<file path="src/rtl/ps2_scan_parser.sv">
// Folds PS/2 scan-code set 2 byte sequences (E0 / F0 / E1 prefixes) into single
// press/release events, tracks the currently held key and drops typematic repeats.
module ps2_scan_parser #(
    parameter int TIMEOUT_CYCLES  = 2500000,
    parameter bit SUPPRESS_REPEAT = 1'b1
) (
    input  logic       clk,
    input  logic       reset,
    input  logic       rx_done_tick,
    input  logic [7:0] din,
    output logic       key_valid,
    output logic [7:0] key_code,
    output logic       extended,
    output logic       released,
    output logic [7:0] held_code,
    output logic       held_ext,
    output logic       seq_err
);

    localparam int CNT_W = (TIMEOUT_CYCLES > 1) ? $clog2(TIMEOUT_CYCLES) : 1;
    localparam logic [CNT_W-1:0] TO_LAST = CNT_W'(TIMEOUT_CYCLES - 1);

    localparam logic [7:0] B_EXT   = 8'hE0;
    localparam logic [7:0] B_BRK   = 8'hF0;
    localparam logic [7:0] B_PAUSE = 8'hE1;
    localparam logic [2:0] PAUSE_SKIP = 3'd7;

    typedef enum logic [2:0] {
        S_IDLE,
        S_EXT,
        S_BRK,
        S_EXT_BRK,
        S_PAUSE
    } state_t;

    state_t           r_state;
    logic [CNT_W-1:0] r_to_cnt;
    logic [2:0]       r_skip;

    logic       r_key_valid;
    logic [7:0] r_key_code;
    logic       r_extended;
    logic       r_released;
    logic [7:0] r_held_code;
    logic       r_held_ext;
    logic       r_seq_err;

    logic w_fake_shift;
    logic w_idle_drop;
    logic w_make;
    logic w_brk;
    logic w_ev_ext;
    logic w_pause_ev;
    logic w_match;
    logic w_repeat;

    assign w_fake_shift = (din == 8'h12) || (din == 8'h59);

    // Controller responses (BAT ok, ACK, echo, resend) and error bytes carry no key.
    assign w_idle_drop = (din == 8'hAA) || (din == 8'hFA) || (din == 8'hEE) ||
                         (din == 8'hFE) || (din == 8'h00) || (din == 8'hFF);

    always_comb begin
        w_make     = 1'b0;
        w_brk      = 1'b0;
        w_ev_ext   = 1'b0;
        w_pause_ev = 1'b0;
        if (rx_done_tick) begin
            case (r_state)
                S_IDLE: begin
                    if (din != B_EXT && din != B_BRK && din != B_PAUSE && !w_idle_drop)
                        w_make = 1'b1;
                end
                S_EXT: begin
                    if (din != B_BRK && !w_fake_shift) begin
                        w_make   = 1'b1;
                        w_ev_ext = 1'b1;
                    end
                end
                S_BRK: begin
                    w_brk = 1'b1;
                end
                S_EXT_BRK: begin
                    if (!w_fake_shift) begin
                        w_brk    = 1'b1;
                        w_ev_ext = 1'b1;
                    end
                end
                S_PAUSE: begin
                    if (r_skip == 3'd1)
                        w_pause_ev = 1'b1;
                end
                default: ;
            endcase
        end
    end

    assign w_match  = (din == r_held_code) && (w_ev_ext == r_held_ext);
    assign w_repeat = SUPPRESS_REPEAT && w_make && w_match;

    always_ff @(posedge clk or posedge reset) begin
        if (reset) begin
            r_state     <= S_IDLE;
            r_to_cnt    <= '0;
            r_skip      <= '0;
            r_key_valid <= 1'b0;
            r_key_code  <= 8'h00;
            r_extended  <= 1'b0;
            r_released  <= 1'b0;
            r_held_code <= 8'h00;
            r_held_ext  <= 1'b0;
            r_seq_err   <= 1'b0;
        end else begin
            r_key_valid <= 1'b0;
            r_seq_err   <= 1'b0;

            if (rx_done_tick) begin
                r_to_cnt <= '0;
                case (r_state)
                    S_IDLE: begin
                        if (din == B_EXT) begin
                            r_state <= S_EXT;
                        end else if (din == B_BRK) begin
                            r_state <= S_BRK;
                        end else if (din == B_PAUSE) begin
                            r_state <= S_PAUSE;
                            r_skip  <= PAUSE_SKIP;
                        end
                    end
                    S_EXT: begin
                        r_state <= (din == B_BRK) ? S_EXT_BRK : S_IDLE;
                    end
                    S_BRK, S_EXT_BRK: begin
                        r_state <= S_IDLE;
                    end
                    S_PAUSE: begin
                        if (r_skip == 3'd1) begin
                            r_state <= S_IDLE;
                            r_skip  <= '0;
                        end else begin
                            r_skip <= r_skip - 3'd1;
                        end
                    end
                    default: begin
                        r_state <= S_IDLE;
                    end
                endcase
            end else if (r_state != S_IDLE) begin
                // A byte arriving on the expiry cycle takes the branch above instead.
                if (r_to_cnt == TO_LAST) begin
                    r_state   <= S_IDLE;
                    r_to_cnt  <= '0;
                    r_skip    <= '0;
                    r_seq_err <= 1'b1;
                end else begin
                    r_to_cnt <= r_to_cnt + CNT_W'(1);
                end
            end

            if (w_make && !w_repeat) begin
                r_key_valid <= 1'b1;
                r_key_code  <= din;
                r_extended  <= w_ev_ext;
                r_released  <= 1'b0;
                r_held_code <= din;
                r_held_ext  <= w_ev_ext;
            end

            if (w_brk) begin
                r_key_valid <= 1'b1;
                r_key_code  <= din;
                r_extended  <= w_ev_ext;
                r_released  <= 1'b1;
                if (w_match) begin
                    r_held_code <= 8'h00;
                    r_held_ext  <= 1'b0;
                end
            end

            // Pause has no break code, so it never becomes the held key.
            if (w_pause_ev) begin
                r_key_valid <= 1'b1;
                r_key_code  <= B_PAUSE;
                r_extended  <= 1'b0;
                r_released  <= 1'b0;
            end
        end
    end

    assign key_valid = r_key_valid;
    assign key_code  = r_key_code;
    assign extended  = r_extended;
    assign released  = r_released;
    assign held_code = r_held_code;
    assign held_ext  = r_held_ext;
    assign seq_err   = r_seq_err;

endmodule

</file>
<file path="config.mk">
export PLATFORM = sky130hd
export DESIGN_NAME = ps2_scan_parser
export DESIGN_NICKNAME = d
export VERILOG_FILES = /design/src/rtl/ps2_scan_parser.sv
export SDC_FILE = /design/constraint.sdc
export NUM_CORES = 1
export LEC_CHECK = 0
export CAP_MARGIN = 20
export CORE_MARGIN = 2
export CORE_UTILIZATION = 45
export DETAILED_ROUTE_END_ITERATION = 10
export PLACE_DENSITY = 0.69
export SETUP_SLACK_MARGIN = 0.05
export SLEW_MARGIN = 30
export SYNTH_ARGS = -nofsm -noshare
export SYNTH_HDL_FRONTEND = slang
export SYNTH_SLANG_ARGS = --single-unit
export TNS_END_PERCENT = 50
</file>
<file path="constraint.sdc">
create_clock -name clk -period 2.06 [get_ports clk]
set_clock_uncertainty 0.2 [all_clocks]
set_input_delay 0.412 -clock clk [delete_from_list [all_inputs] [get_ports clk]]
set_output_delay 0.412 -clock clk [all_outputs]
set_load 0.05 [all_outputs]
</file>
==> results of run 1 <==
-- kinds of logic (layout without fill, tap and decap cells) --
group / count (synthesis) / after routing / share of synthesized area [%]
muxes: 1 / 1 / 0.3597
buffers and inverters: 26 / 146 / 4.991
and+or+nand+nor: 132 / 132 / 27.16
adders and majority gates: 3 / 3 / 1.349
DFF: 49 / 49 / 44.06
AOI/OAI and AO/OA: 61 / 62 / 14.52
xor gates and xnor gates: 24 / 24 / 7.554
-- metal layers --
metal	GRT usage (%)	up-vias	part of all wire [%]
met1	35.10	1350	46
met2	38.06	72	48
met4	3.607	0	0.56
met3	5.435	6	5.5
met5	0	-	0
li1	-	1310	-
-- through the flow --
| step | utilization, % | setup TNS (ns) | instance area, um^2 |
|---|---|---|---|
| floorplan | - | -6.901 | 2877 |
| global placement | 62.79 | -24.04 | 3740 |
| detailed placement | 62.79 | -25.49 | 3740 |
| CTS | 66.72 | -3.089 | 3974 |
| global route | 69.16 | -5.251 | 4119 |
| finish | 69.16 | -3.057 | 4119 |
-- sequential cells by signal, summed over array words and instances, names as in the netlist --
signal and flops:
r_state 3, seq_err 1, held_code 8, key_code 8
r_skip 3, key_valid 1, r_to_cnt 22, released 1
held_ext 1, extended 1
-- layout make-up --
cell class | instances | area, um^2 | share of cell area, %
Clock inverter | 1 | 7.507 | 0.1823
Timing Repair Buffer | 130 | 1042 | 25.30
Tap cell | 75 | 93.84 | 2.278
Multi-Input combinational cell | 222 | 1637 | 39.73
Inverter | 8 | 30.03 | 0.7290
Clock buffer | 7 | 76.32 | 1.853
Sequential cell | 49 | 1232 | 29.92
-- cell usage after synthesis (2+ instances only) --
| master | instances |
|---|---|
| xor2_1 | 18 |
| o31a_1 | 2 |
| nand3_1 | 17 |
| nand2_1 | 29 |
| o31ai_1 | 2 |
| buf_4 | 3 |
| nor3_1 | 7 |
| and4_1 | 3 |
| nor3b_1 | 3 |
| inv_1 | 8 |
| o21ai_0 | 15 |
| o21ai_4 | 2 |
| a22o_1 | 8 |
| dfrtp_1 | 49 |
| nor4b_2 | 2 |
| nand4_1 | 11 |
| and3_1 | 3 |
| clkbuf_1 | 6 |
| nand4b_1 | 2 |
| buf_2 | 6 |
| buf_6 | 3 |
| ha_1 | 3 |
| nor2b_1 | 4 |
| or3_1 | 3 |
| xnor2_1 | 6 |
| nor4b_1 | 2 |
| and2_1 | 2 |
| nor2_1 | 24 |
| nor4_1 | 8 |
| o21ai_1 | 10 |
| o211ai_1 | 2 |
| a21oi_1 | 11 |
-- how the worst max path moves through the flow --
stage,depth (start not counted),end,from
after floorplan,8,extended,din[2]
after global placement,9,held_code[2],din[2]
after detailed placement,9,held_code[7],din[2]
after CTS,9,held_code[3],din[0]
after global routing,9,held_code[3],din[2]
final,8,key_code[7],din[7]
-- timing repair --
action | CTS | global route
setup endpoints to repair | 44 | 45
pin swaps | 23 | 32
setup buffers | 11 | 7
resized for setup | 60 | 31
gates cloned | 1 | 0
-- report_power, final --
part,internal [mW],leakage [nW],switching [mW],total (mW)
combinational,0.219,1.22,0.328,0.547
sequential,1.01,0.640,0.0371,1.05
clock,0.241,0.0385,0.337,0.579
total,1.47,1.90,0.702,2.18
-- worst min-delay path, cell delays in order --
cell	delay, ns
buf_6	0.10
nor3_1	0.06
o21ai_2	0.10
==> flow_metrics.tcl, run 1 <==
set metrics [dict create \
    root_buffer "clkbuf_8" \
    clock-sinks 49 \
    pin_count 32 \
    hold_ws_ns 0.2105 \
    crit_path_end_kind "register" \
    stdcell_count 492 \
    critical_path.top_delay_family "simple AND/OR/NAND/NOR gates" \
    hp-class "in2reg" \
    cts_tree "built" \
    grt_antenna_before_repair 0 \
    viasPerCell 5.565 \
    syn-cell-area_mm2 0.002783 \
    drtPass1Iterations 4 \
    final_cell_mix "buf_4 (112), dfrtp_1 (44), nand2_1 (28), nor2_1 (22), xor2_1 (18)" \
    wl_um 7966 \
    drive_gt1_share_pct 42.93 \
    final.fill_count 456 \
    maxCapViolCount 0 \
    cts.clk_slew.worst_paths_ns 0.09 \
    cts_made_buffers 5 \
    insertion_delay_ns 0.31 \
    setup_ws_ns -0.1992 \
    rsz0062_at_grt "true" \
    reg2regPathDepth 7 \
    fp.coreArea_mm2 0.005956 \
    synthCells 296 \
    die_w_um 82.64 \
    leakagePower_nw 1.900 \
    cts-hold-fix-buffers 0 \
    gp_congestion 0.9209 \
    dp_hpwl_um 5479 \
    path_cells "buf_6 > nor4b_4 > o21ai_4 > o211a_1 > or4_4 > buf_8 > a21oi_4 > o21ai_2" \
    clock.fmax_mhz 442.6 \
    die_h_um 82.64 \
    rr_startpoint "held_code[5]" \
    place_inst 466 \
    outcome "complete, but fails checks" \
    postRouteAntennaNets 0 \
    yosys_warnings 0 \
    grt_max_degree 50 \
    die_area_mm2 0.006829 \
    grt.total_usage_pct 24.27 \
    synth_cell_types 54 \
    crit_buf_inv 2 \
    clk_path_buf_depth 2 \
    vdd_drop_max_mv 0.4427 \
    syn2layout_area_growth_pct 48.02 \
    p_total_mw 2.176 \
    rows 28 \
    synth_area_leaders "dfrtp_1 (44%), xor2_1 (5.7%), nand2_1 (3.9%)" \
    grt_first_pass_wirelength_um 12680 \
    hold_depth 3 \
    drc 0 \
    synth-edff-count 0 \
    numPortBuffers 31 \
    synth.top_cell.area_share_pct 44.06 \
    yosysTopAreaCell "dfrtp_1" \
    diodes 0 \
    dp_slack_ns -0.9663 \
    synthArstFlopShare_pct 100.0 \
    ff2ff_setup_slack_ns -0.11 \
    hold_violations 0 \
    wl_per_cell_um 16.19 \
    critPathArrivalTime_ns 2.24 \
    nets 430 \
    timing.rr.end "key_code[7]" \
    slew_violations 0 \
    cp_slowest_cell "or4_4" \
    setup-violations-final 24 \
    failed_checks "negative setup slack" \
    powerDensity_mw_per_mm2 528.2 \
    layout_commonest_cell "buf_4" \
    htree_levels 2 \
    holdPathEnd "key_code[7]" \
    ys_seq_area_share_pct 44.06 \
    synth_nets 310 \
    crit_fanout 8 \
    synth_area_per_cell_um2 9.401 \
    critPathLaunchType "input port" \
    start_util_pct 46.72 \
    ys_dominant_reg_cell "dfrtp_1" \
    crit_required_ns 2.04 \
    slowest_delay_ns 0.57 \
    finalCritPeriodShare_pct 109.7 \
    path_class "in2reg" \
    period_minus_slack_ns 2.259 \
    min_from "din[7]" \
    worstMarginPinSlew_ns 0.5269 \
    max_slew_margin_pct 64.55 \
    grt-ovfl-total 0 \
    drt-initial-drc-count 133 \
    synth_seq_cells 49 \
    grt_pass1_vias 2550 \
    vias 2738 \
]
Note: power is estimated with default switching activity, not from simulation.
==> run 2, diff against run 1 <==
--- a/config.mk
+++ b/config.mk
@@ -8,6 +8,7 @@
 export CAP_MARGIN = 20
 export CORE_MARGIN = 2
 export CORE_UTILIZATION = 45
+export CTS_BUF_LIST = sky130_fd_sc_hd__clkbuf_4 sky130_fd_sc_hd__clkbuf_8
 export DETAILED_ROUTE_END_ITERATION = 10
 export PLACE_DENSITY = 0.69
 export SETUP_SLACK_MARGIN = 0.05
==> constraint.sdc (replaced) <==
create_clock -name clk -period 2.06 [get_ports clk]
set_clock_uncertainty 0.2 [all_clocks]
set_input_delay 0.206 -clock clk [delete_from_list [all_inputs] [get_ports clk]]
set_output_delay 0.206 -clock clk [all_outputs]
set_load 0.05 [all_outputs]
==> flow_metrics.tcl, run 2 (same netlist as run 1, synthesis figures left out) <==
set metrics [dict create \
    top_register "r_to_cnt" \
    final_util_pct 69.66 \
    hp-class "in2async" \
    cts_tree "built" \
    vias 2692 \
    numPortBuffers 31 \
    wl_per_cell_um 15.71 \
    setup_ws_ns -0.1494 \
    root_buffer "clkbuf_8" \
    clk_path_buf_depth 2 \
    crit_fanout 8 \
    outcome "complete, but fails checks" \
    cts_made_buffers 5 \
    leakagePower_nw 1.880 \
    slew_violations 0 \
    place_inst 469 \
    fp.coreArea_mm2 0.005956 \
    die_area_mm2 0.006829 \
    start_util_pct 46.72 \
    powerDensity_mw_per_mm2 528.4 \
    grt_antenna_before_repair 0 \
    hold_violations 0 \
    nets 424 \
    grt_pass1_vias 2512 \
    postRouteAntennaNets 0 \
    die_h_um 82.64 \
    vdd_drop_max_mv 0.3981 \
    crit_required_ns 2.10 \
    drc 0 \
    dp_hpwl_um 5411 \
    rows 28 \
    htree_levels 2 \
    p_total_mw 2.192 \
    drtPass1Iterations 4 \
    setup-violations-final 33 \
    syn2layout_area_growth_pct 49.10 \
    failed_checks "negative setup slack" \
    period_minus_slack_ns 2.209 \
    ff2ff_setup_slack_ns -0.15 \
    stdcell_count 486 \
    maxCapViolCount 0 \
    dp_slack_ns -0.7375 \
    final_cell_mix "buf_4 (86), dfrtp_1 (40), nand2_1 (26), xor2_1 (18), nor2_1 (17)" \
    path_class "reg2reg" \
    grt_max_degree 34 \
    die_w_um 82.64 \
    clock-sinks 49 \
    clock.fmax_mhz 452.6 \
    largest_reg_flops 22 \
    gp_congestion 0.8727 \
    worstMarginPinSlew_ns 0.5157 \
    drt-initial-drc-count 214 \
    viasPerCell 5.539 \
    rsz0062_at_grt "true" \
    final.fill_count 458 \
    grt-ovfl-total 0 \
    cts.clk_slew.worst_paths_ns 0.09 \
    insertion_delay_ns 0.31 \
    reg2regPathDepth 8 \
    crit_path_end_kind "register" \
    finalCritPeriodShare_pct 107.3 \
    pin_count 32 \
    wl_um 7636 \
    diodes 0 \
    fin_setup_tns_ns -2.149 \
    max_slew_margin_pct 65.56 \
    critPathArrivalTime_ns 2.25 \
    critPathLaunchType "register" \
    grt.total_usage_pct 23.74 \
    grt_first_pass_wirelength_um 12340 \
    layout_commonest_cell "buf_4" \
    drive_gt1_share_pct 39.17 \
]
[run 2: area by class of cell]
| cell class | count | area (um^2) | area share, % |
|---|---|---|---|
| repair buffers | 125 | 1061 | 25.57 |
| multi-input cells | 221 | 1635 | 39.41 |
| clock inverters | 1 | 7.507 | 0.1809 |
| inverters | 8 | 30.03 | 0.7238 |
| well taps | 75 | 93.84 | 2.262 |
| clock buffers | 7 | 83.83 | 2.021 |
| flip-flops and latches | 49 | 1237 | 29.83 |
[run 2: worst paths after layout]
kind,startpoint,endpoint
max in group asynchronous,reset,released
max reg2reg,r_state[0],held_code[5]
min,reset,r_to_cnt[4]
min in group clk,din[2],held_code[2]
min reg2reg,r_skip[1],r_skip[1]
max,r_state[0],held_code[5]
[run 2: metrics by stage]
stage	cell area [um^2]	hold slack [ns]
after global routing	4149	0.05688
after detailed placement	3781	0.2732
final	4149	0.01022
after global placement	3781	0.2669
after CTS	3985	0.02269
after floorplan	2855	0.2457
[run 2: worst max-delay path, cell delays in order (launching register included)]
cell	delay, ns
dfrtp_1	0.52
inv_1	0.10
buf_4	0.15
nor4bb_2	0.36
buf_4	0.21
nor3_4	0.04
buf_4	0.13
o21ai_4	0.26
a22o_1	0.17
[run 2: metal layers]
layer  global-route usage, %  vias up  share of wire, %
li1                        -     1298                 -
met1                   36.41     1320                50
met2                   35.40       65                46
met3                   3.043        9               3.3
met4                   5.738        0               1.3
met5                       0        -                 0
[run 2: repair_timing]
action	CTS	global route
buffers inserted	4	4
pin swaps	16	23
endpoints found under the setup margin	44	54
resized for setup	34	39
hold buffers	0	0
cloned	1	0
[run 2: power by group]
part           total [mW]  internal (mW)  switching, mW
Combinational       0.542          0.218          0.324
Sequential           1.05           1.01         0.0355
Clock               0.600          0.268          0.333
==> run 3, diff against run 2 <==
--- a/config.mk
+++ b/config.mk
@@ -10,7 +10,7 @@
 export CORE_UTILIZATION = 45
 export CTS_BUF_LIST = sky130_fd_sc_hd__clkbuf_4 sky130_fd_sc_hd__clkbuf_8
 export DETAILED_ROUTE_END_ITERATION = 10
-export PLACE_DENSITY = 0.69
+export PLACE_DENSITY_LB_ADDON = 0.12
 export SETUP_SLACK_MARGIN = 0.05
 export SLEW_MARGIN = 30
 export SYNTH_ARGS = -nofsm -noshare
==> flow_metrics.tcl, run 3 (same netlist as run 1, synthesis figures left out) <==
set metrics [dict create \
    outcome "complete, but fails checks" \
    failed_checks "negative setup slack" \
    fin_setup_tns_ns -4.312 \
    stdcell_count 500 \
    postLayoutCellArea_mm2 0.004354 \
    multi_input_area_mm2 0.001707 \
    timing.rr.end "held_code[2]" \
    clock.fmax_mhz 437.9 \
    slew_violations 0 \
    start_util_pct 46.72 \
    final.fill_count 448 \
    ff2ff_setup_slack_ns -0.22 \
    drive_gt1_share_pct 42.59 \
    worstMarginPinSlew_ns 0.5204 \
    swShare_pct 29.85 \
    dp_hpwl_um 5561 \
    nets 438 \
    drc 0 \
    die_area_mm2 0.006829 \
    grt-ovfl-total 0 \
    crit_path_end_kind "register" \
    grt_antenna_before_repair 0 \
    cts.clk_slew.worst_paths_ns 0.09 \
    drtPass1Iterations 4 \
    rr_startpoint "held_code[0]" \
    grt_max_degree 32 \
    reg2regPathDepth 7 \
    final_cell_mix "buf_4 (96), dfrtp_1 (40), nand2_1 (27), xor2_1 (18), nor2_1 (16)" \
    fp.coreArea_mm2 0.005956 \
    diodes 0 \
    hold_violations 0 \
    critPathArrivalTime_ns 2.33 \
    powerDensity_mw_per_mm2 542.6 \
    drt-initial-drc-count 268 \
    setup-violations-final 37 \
    numPortBuffers 31 \
    final-seq-area_mm2 0.001237 \
    htree_levels 2 \
    path_class "reg2reg" \
    largest_reg_flops 22 \
    grt_first_pass_wirelength_um 12510 \
    rsz0062_at_grt "true" \
    rows 28 \
    max_slew_margin_pct 65.25 \
    critPathLaunchType "register" \
    maxCapViolCount 0 \
    wl_per_cell_um 16.38 \
    power_frac_seq_pct 44.4 \
    top_register "r_to_cnt" \
    clk_path_buf_depth 2 \
    root_buffer "clkbuf_8" \
    place_inst 477 \
    intPower_mw 1.657 \
    placedInstanceArea_mm2 0.003841 \
    clock-sinks 49 \
    final_util_pct 73.11 \
    vias 2741 \
    period_minus_slack_ns 2.284 \
    setup_ws_ns -0.2239 \
    crit_required_ns 2.10 \
    finalCritPeriodShare_pct 110.9 \
    viasPerCell 5.482 \
    insertion_delay_ns 0.31 \
    wl_um 8189 \
    p_sw_uw 705.1 \
    cts_tree "built" \
    layout_commonest_cell "buf_4" \
    leakagePower_nw 1.998 \
    gp_congestion 0.8553 \
    grt.total_usage_pct 24.00 \
    syn2layout_area_growth_pct 56.47 \
    dp_slack_ns -0.7821 \
    pin_count 32 \
    cts_made_buffers 5 \
    cts-hold-fix-buffers 0 \
    crit_fanout 8 \
    p_total_mw 2.363 \
    die_h_um 82.64 \
    grt_pass1_vias 2553 \
    die_w_um 82.64 \
    p_clk_share_pct 31.6 \
    vdd_drop_max_mv 0.4347 \
    combPwrFrac_pct 24.0 \
    postRouteAntennaNets 0 \
    hp-class "in2async" \
    hold_ws_ns 0.003691 \
]
run 3: cell count changes in the layout (fill, tap and decap cells not counted), moves of 2 or more:
cell and change:
buf_4 +10, buf_6 +3, clkbuf_2 +2, nor2_4 +2, nor3_2 +2, nor4_1 -2
nor4_2 +2, o21ai_1 -2, o31a_4 +2
run 3: how the worst max path moves through the flow:
stage                  from            to  slack [ns]  cells past startpoint
2_1_floorplan        din[2]      extended       -0.13                      8
5_1_grt        held_code[5]  held_code[2]       -0.32                      7
3_3_place_gp         din[2]      released       -0.76                     10
4_1_cts        held_code[5]  held_code[2]       -0.23                      7
6_report       held_code[0]  held_code[2]       -0.22                      7
3_5_place_dp         din[6]  held_code[2]       -0.78                      9
run 3: what timing repair did:
item                                    4_1_cts  5_1_grt
pin swaps                                    22       31
setup buffers                                 4        9
cloned                                        1        1
resized for setup                            36       53
endpoints found under the setup margin       43       54
endpoints found under the hold margin         0        0
run 3: area by class of cell:
type                       count  area share [%]
multi-input combinational    222           39.20
timing repair buffer         138           26.78
clock inverter                 1          0.6897
tap                           75           2.155
clock buffer                   7           2.069
sequential                    49           28.42
inverter                       8          0.6897
run 3: power groups by stage:
| stage | sequential, mW | combinational, mW | clock, mW |
|---|---|---|---|
| 3_5_place_dp | 1.07 | 0.540 | 0 |
| 5_1_grt | 1.06 | 0.610 | 0.801 |
| 3_3_place_gp | 1.07 | 0.530 | 0 |
| 4_1_cts | 1.05 | 0.552 | 0.756 |
| 2_1_floorplan | 1.20 | 0.185 | 0 |
| 6_report | 1.05 | 0.568 | 0.746 |
run 3: per-layer routing:
metal	vias to the layer above	share of wire [%]	wire length, um	global-route usage (%)
met5	-	0	0	0
met4	0	1.1	94	5.738
met3	13	5.1	414	3.913
met2	75	47	3813	36.29
met1	1325	47	3866	35.77
li1	1328	-	-	-
run 3: critical path, cell delays in order (launching register included):
cell and delay (ns):
dfrtp_2 0.42, xor2_1 0.15, nor4_1 0.27, nand2_1 0.14, or4_4 0.58, buf_6 0.14, o21ai_4 0.12, a22o_1 0.20
